===== src/rtl/lock_ctrl_pkg.sv =====
// lock_ctrl_pkg: shared state encoding and default sizing for the lock
// access controller and the combination-lock FSM it drives.
//   STATE_W / state_t   : controller FSM state encoding
//   DEF_CODE_W          : default code length in bits
//   DEF_MAX_FAIL        : default consecutive failures before lockout
//   DEF_LOCKOUT_CYC     : default lockout duration in clock cycles
package lock_ctrl_pkg;

   localparam int unsigned STATE_W         = 3;
   localparam int unsigned DEF_CODE_W      = 4;
   localparam int unsigned DEF_MAX_FAIL    = 3;
   localparam int unsigned DEF_LOCKOUT_CYC = 16;

   typedef enum logic [STATE_W-1:0] {
      ST_IDLE    = 3'd0,
      ST_CLEAR   = 3'd1,
      ST_SHIFT   = 3'd2,
      ST_CHECK   = 3'd3,
      ST_REPORT  = 3'd4,
      ST_LOCKOUT = 3'd5
   } state_t;

endpackage


===== src/rtl/rr_arbiter.sv =====
// rr_arbiter: combinational round-robin pick. Returns the first set request
// bit at or after ptr, wrapping around.
//   req    : request vector
//   ptr    : highest-priority index for this pick
//   onehot : one-hot winner (all zero when no request)
//   idx    : winner index
//   valid  : at least one request present
module rr_arbiter #(
   parameter int unsigned N_REQ = 2
) (
   input  logic [N_REQ-1:0]         req,
   input  logic [$clog2(N_REQ)-1:0] ptr,
   output logic [N_REQ-1:0]         onehot,
   output logic [$clog2(N_REQ)-1:0] idx,
   output logic                     valid
);

   localparam int unsigned ID_W = $clog2(N_REQ);

   // Scan N_REQ positions starting at ptr; first hit wins.
   always_comb begin
      int unsigned pos;
      onehot = '0;
      idx    = '0;
      valid  = 1'b0;
      pos    = 0;
      for (int unsigned i = 0; i < N_REQ; i++) begin
         pos = 32'(ptr) + i;
         if (pos >= N_REQ) pos = pos - N_REQ;
         if (!valid && req[ID_W'(pos)]) begin
            valid               = 1'b1;
            onehot[ID_W'(pos)]  = 1'b1;
            idx                 = ID_W'(pos);
         end
      end
   end

endmodule


===== src/rtl/lock_access_ctrl.sv =====
// lock_access_ctrl: shares one serial combination-lock FSM between N_REQ
// requesters. Grants round-robin, clears the lock, shifts the winner's code
// MSB first, samples the lock result and reports it. MAX_FAIL consecutive
// failures force a LOCKOUT_CYC-cycle lockout.
//   clk, rst      : clock, asynchronous active-high reset
//   req, code_in  : per-requester level request and code word
//   grant         : one-cycle one-hot grant pulse
//   lock_clr      : one-cycle clear pulse to the lock
//   lock_x        : serial code bit to the lock
//   lock_unlocked : lock Moore output
//   busy          : controller not idle
//   done, pass    : result strobe and result (pass held until next done)
//   done_id       : requester index of the last result
//   locked_out    : lockout in progress
//   fail_cnt      : consecutive failure count (global)
module lock_access_ctrl
   import lock_ctrl_pkg::*;
#(
   parameter int unsigned CODE_W      = DEF_CODE_W,
   parameter int unsigned N_REQ       = 2,
   parameter int unsigned MAX_FAIL    = DEF_MAX_FAIL,
   parameter int unsigned LOCKOUT_CYC = DEF_LOCKOUT_CYC
) (
   input  logic                          clk,
   input  logic                          rst,
   input  logic [N_REQ-1:0]              req,
   input  logic [N_REQ*CODE_W-1:0]       code_in,
   output logic [N_REQ-1:0]              grant,
   output logic                          lock_clr,
   output logic                          lock_x,
   input  logic                          lock_unlocked,
   output logic                          busy,
   output logic                          done,
   output logic                          pass,
   output logic [$clog2(N_REQ)-1:0]      done_id,
   output logic                          locked_out,
   output logic [$clog2(MAX_FAIL+1)-1:0] fail_cnt
);

   localparam int unsigned ID_W   = $clog2(N_REQ);
   localparam int unsigned FAIL_W = $clog2(MAX_FAIL + 1);
   localparam int unsigned IDX_W  = (CODE_W > 1) ? $clog2(CODE_W) : 1;
   localparam int unsigned LO_W   = (LOCKOUT_CYC > 1) ? $clog2(LOCKOUT_CYC) : 1;

   state_t              state;
   logic [ID_W-1:0]     rr_ptr;
   logic [ID_W-1:0]     cur_id;
   logic [CODE_W-1:0]   code_sr;
   logic [IDX_W-1:0]    idx;
   logic [LO_W-1:0]     lo_cnt;

   logic [N_REQ-1:0]    win_onehot;
   logic [ID_W-1:0]     win_idx;
   logic                win_valid;
   logic [CODE_W-1:0]   sel_code;

   rr_arbiter #(.N_REQ(N_REQ)) u_arb (
      .req    (req),
      .ptr    (rr_ptr),
      .onehot (win_onehot),
      .idx    (win_idx),
      .valid  (win_valid)
   );

   // Code word of the current arbitration winner.
   always_comb begin
      sel_code = '0;
      for (int unsigned i = 0; i < N_REQ; i++) begin
         if (win_idx == ID_W'(i)) sel_code = code_in[i*CODE_W +: CODE_W];
      end
   end

   // Session FSM. Outputs are registered for the state being entered, so
   // each output is valid during the cycle its state occupies.
   always_ff @(posedge clk or posedge rst) begin
      if (rst) begin
         state      <= ST_IDLE;
         rr_ptr     <= '0;
         cur_id     <= '0;
         code_sr    <= '0;
         idx        <= '0;
         lo_cnt     <= '0;
         grant      <= '0;
         lock_clr   <= 1'b0;
         lock_x     <= 1'b0;
         busy       <= 1'b0;
         done       <= 1'b0;
         pass       <= 1'b0;
         done_id    <= '0;
         locked_out <= 1'b0;
         fail_cnt   <= '0;
      end else begin
         grant    <= '0;
         lock_clr <= 1'b0;
         done     <= 1'b0;
         case (state)
            ST_IDLE: begin
               if (win_valid) begin
                  cur_id   <= win_idx;
                  code_sr  <= sel_code;
                  rr_ptr   <= (win_idx == ID_W'(N_REQ - 1)) ? '0 : win_idx + 1'b1;
                  grant    <= win_onehot;
                  lock_clr <= 1'b1;
                  lock_x   <= 1'b0;
                  busy     <= 1'b1;
                  state    <= ST_CLEAR;
               end
            end
            ST_CLEAR: begin
               lock_x  <= code_sr[CODE_W-1];
               code_sr <= code_sr << 1;
               idx     <= '0;
               state   <= ST_SHIFT;
            end
            ST_SHIFT: begin
               if (idx == IDX_W'(CODE_W - 1)) begin
                  lock_x <= 1'b0;
                  state  <= ST_CHECK;
               end else begin
                  lock_x  <= code_sr[CODE_W-1];
                  code_sr <= code_sr << 1;
                  idx     <= idx + 1'b1;
               end
            end
            ST_CHECK: begin
               // Lock has registered the last bit by now.
               pass    <= lock_unlocked;
               done    <= 1'b1;
               done_id <= cur_id;
               if (lock_unlocked) begin
                  fail_cnt <= '0;
               end else if (fail_cnt != FAIL_W'(MAX_FAIL)) begin
                  fail_cnt <= fail_cnt + 1'b1;
               end
               state <= ST_REPORT;
            end
            ST_REPORT: begin
               if (fail_cnt == FAIL_W'(MAX_FAIL)) begin
                  locked_out <= 1'b1;
                  lo_cnt     <= LO_W'(LOCKOUT_CYC - 1);
                  state      <= ST_LOCKOUT;
               end else begin
                  busy  <= 1'b0;
                  state <= ST_IDLE;
               end
            end
            ST_LOCKOUT: begin
               if (lo_cnt == '0) begin
                  fail_cnt   <= '0;
                  locked_out <= 1'b0;
                  busy       <= 1'b0;
                  state      <= ST_IDLE;
               end else begin
                  lo_cnt <= lo_cnt - 1'b1;
               end
            end
            default: begin
               busy       <= 1'b0;
               locked_out <= 1'b0;
               state      <= ST_IDLE;
            end
         endcase
      end
   end

endmodule


===== config.mk =====
export PLATFORM = sky130hd
export DESIGN_NAME = lock_access_ctrl
export DESIGN_NICKNAME = d
export VERILOG_FILES = /design/src/rtl/lock_ctrl_pkg.sv /design/src/rtl/rr_arbiter.sv /design/src/rtl/lock_access_ctrl.sv
export SDC_FILE = /design/constraint.sdc
export NUM_CORES = 1
export LEC_CHECK = 0
export BUFFER_PORTS_ARGS = -buffer_cell sky130_fd_sc_hd__buf_2
export CORE_UTILIZATION = 30
export CTS_CLUSTER_SIZE = 10
export DETAILED_ROUTE_END_ITERATION = 8
export PLACE_DENSITY = 0.49
export SLEW_MARGIN = 30
export SYNTH_ARGS = -nofsm -noshare
export SYNTH_HDL_FRONTEND = slang
export SYNTH_SLANG_ARGS = --single-unit

===== constraint.sdc =====
create_clock -name clk -period 3.75 [get_ports clk]
set_clock_uncertainty 0.05 [all_clocks]
set_input_delay 0.5625 -clock clk [delete_from_list [all_inputs] [get_ports clk]]
set_output_delay 0.5625 -clock clk [all_outputs]
set_load 0.1 [all_outputs]

==> impl_metrics.ini <==
[clocking]
cts_hold_buf = 0
cts_root_buffer = clkbuf_8
cts_max_level = 1
clk_pin_slew_ns = 0.08
cts_resized = 0
cts.sinks = 26
cts_buffers = 3
worstSkewPairLatency_ns = 0.27
cts_tree = built
postCtsSetupRepairBufs = 0
clock_path_buffers = 2

[timing]
finalMaxSlewViolations = 0
fin_crit_sh_pct = 54.7
tightestPinTransition_ns = 0.539
rsz0062_at_grt = no
fin_tns_setup_ns = 0
timing.final.ws_setup_ns = 1.70
setup_violations = 0
min_period_ns = 2.05
hold-worst-slack_ns = 0.277
fmaxAchievable_mhz = 488
hold_viol_final = 0
relSlewSlack_pct = 64.0

[detailed_routing]
vias = 1003
drtIter0Drc = 26
antenna_left = 0
routed_wl_mm = 2.54
dr.pass1.iters = 4
vias_per_cell = 5.02
wl_per_cell_um = 12.7
drc = 0

[worst_hold_path]
min_path_type = primary input to asynchronous set/reset pin

[setup_path]
cp_max_fo = 3
required_ns = 3.86
cp.arrival_ns = 2.16
cp-start-kind = flip-flop
worstSetupPathType = flip-flop to flip-flop
crit_family = simple AND/OR/NAND/NOR gates
critPathMaxStageDelay_ns = 0.38
crit_chain = inv_1, ha_1, or3b_1, or3_1, a21oi_2, mux2_1
critPathSlowestCell = dfrtp_1
endpoint_kind = flip-flop
path_buf_inv = 1

[logic_synthesis]
ys_ff_latch = 26
avgSynthCellArea_um2 = 9.96
syn-num-nets = 144
seq_area_frac_synth_pct = 51.0
syn_area_um2 = 1270
synth_cells = 128
synth-edff-count = 0
async_flop_share_pct = 100
synth_ff_type = dfrtp_1
ys_warn_count = 0
synth.distinct_cells = 34

[floorplan]
pin_count = 24
die_area_um2 = 4510
rows = 23
core_um2 = 4030
fp.dieW_um = 67.2
die-height_um = 67.2
start_util_pct = 31.6

[finish]
area_growth_pct = 15.9
fillers = 423
ff_latch_area_um2 = 651
drive_gt1_share_pct = 22.7
layout_common_cells = dfrtp_1, buf_2, nand2_1
nNetsFinal = 168
n_antenna_cell = 0
multi_input_area_um2 = 582
layout_commonest_cell = dfrtp_1

[placed_design]
pre_cts_slack_ns = 1.71
io_buffers = 23
hpwl_mm = 1.89
gp_congestion = 0.785

[run]
cap_violations = 0

[status]
status = complete, no violations

[global_routing]
grt-ovfl-total = 0
grt_max_degree = 27
antenna_found_initial = 0
grt.total_usage_pct = 13.7
grt_pass1_wl_mm = 4.57
grt_pass1_vias = 1028
metrics by stage:
stage | utilization [%] | cells | area [um2]
global placement | 35.7 | 197 | 1440
finish | 36.7 | 200 | 1480
detailed placement | 35.7 | 197 | 1440
CTS | 36.7 | 200 | 1480
floorplan | - | 128 | 1270
global route | 36.7 | 200 | 1480
cell type report:
cell class	instances	share of cell area, %
repair buffers	23	7.79
well taps	50	4.23
multi-input cells	91	39.4
clock buffers	3	2.79
flip-flops and latches	26	44.0
inverters	7	1.78
path summary, 6_finish.rpt:
kind / start / to / slack (ns) / depth (start not counted)
setup / recovery: lo_cnt[0] / fail_cnt[1] / 1.70 / 6
min in group clk: cur_id / cur_id / 0.44 / 1
hold / removal: rst / pass / 0.28 / 2
max in group asynchronous: rst / fail_cnt[1] / 3.01 / 2
setup reg to reg: lo_cnt[0] / fail_cnt[1] / 1.70 / 6
hold reg to reg: cur_id / cur_id / 0.44 / 1
sequential cells by signal, summed over array words and instances (netlist names), 2 cells and up:
signal	cells
code_sr	4
fail_cnt	2
lo_cnt	4
grant	2
state	3
idx	2
cells in the mapped netlist, drive strengths merged (2+ instances only):
master  number  share of area [%]
o21ai        6                2.4
a211oi       3                1.8
and3         4                2.0
mux2i        4                3.1
o31ai        5                2.9
nand2       15                4.4
a22oi        2                1.2
nor2         4                1.2
nand3        4                1.6
clkbuf       3               0.88
and2         2                1.1
nand2b       3                1.5
xnor2        2                1.4
a21oi       10                4.2
mux2         5                4.4
ha           3                2.9
inv          7                2.1
dfrtp       26                 51
nor3         8                3.1
cell families after synthesis:
logic type,share of synthesized area [%]
simple gates,19.0
compound gates,14.0
flops,51.0
buf+inv,3.34
mux,7.56
xor+xnor,2.06
fa+ha+maj,2.94
worst reg2reg max path, delay by kind of cell, from the launching register on:
family	cells	cell delay (ns)
adder cells (fa/ha/maj)	1	0.19
AO/OA/AOI/OAI	1	0.18
buffers and inverters	1	0.09
flip-flops	1	0.38
multiplexers	1	0.33
AND/OR/NAND/NOR	2	0.72
routing by layer:
layer,up-vias,global-route usage [%],share of wire [%]
li1,495,-,-
met1,485,17.9,48
met2,18,22.1,47
met3,5,2.20,3.4
met4,0,5.85,1.8
met5,-,0,0
Power is not shown: default switching activity piles up to over one toggle a cycle in this logic, so the estimate is an artifact.
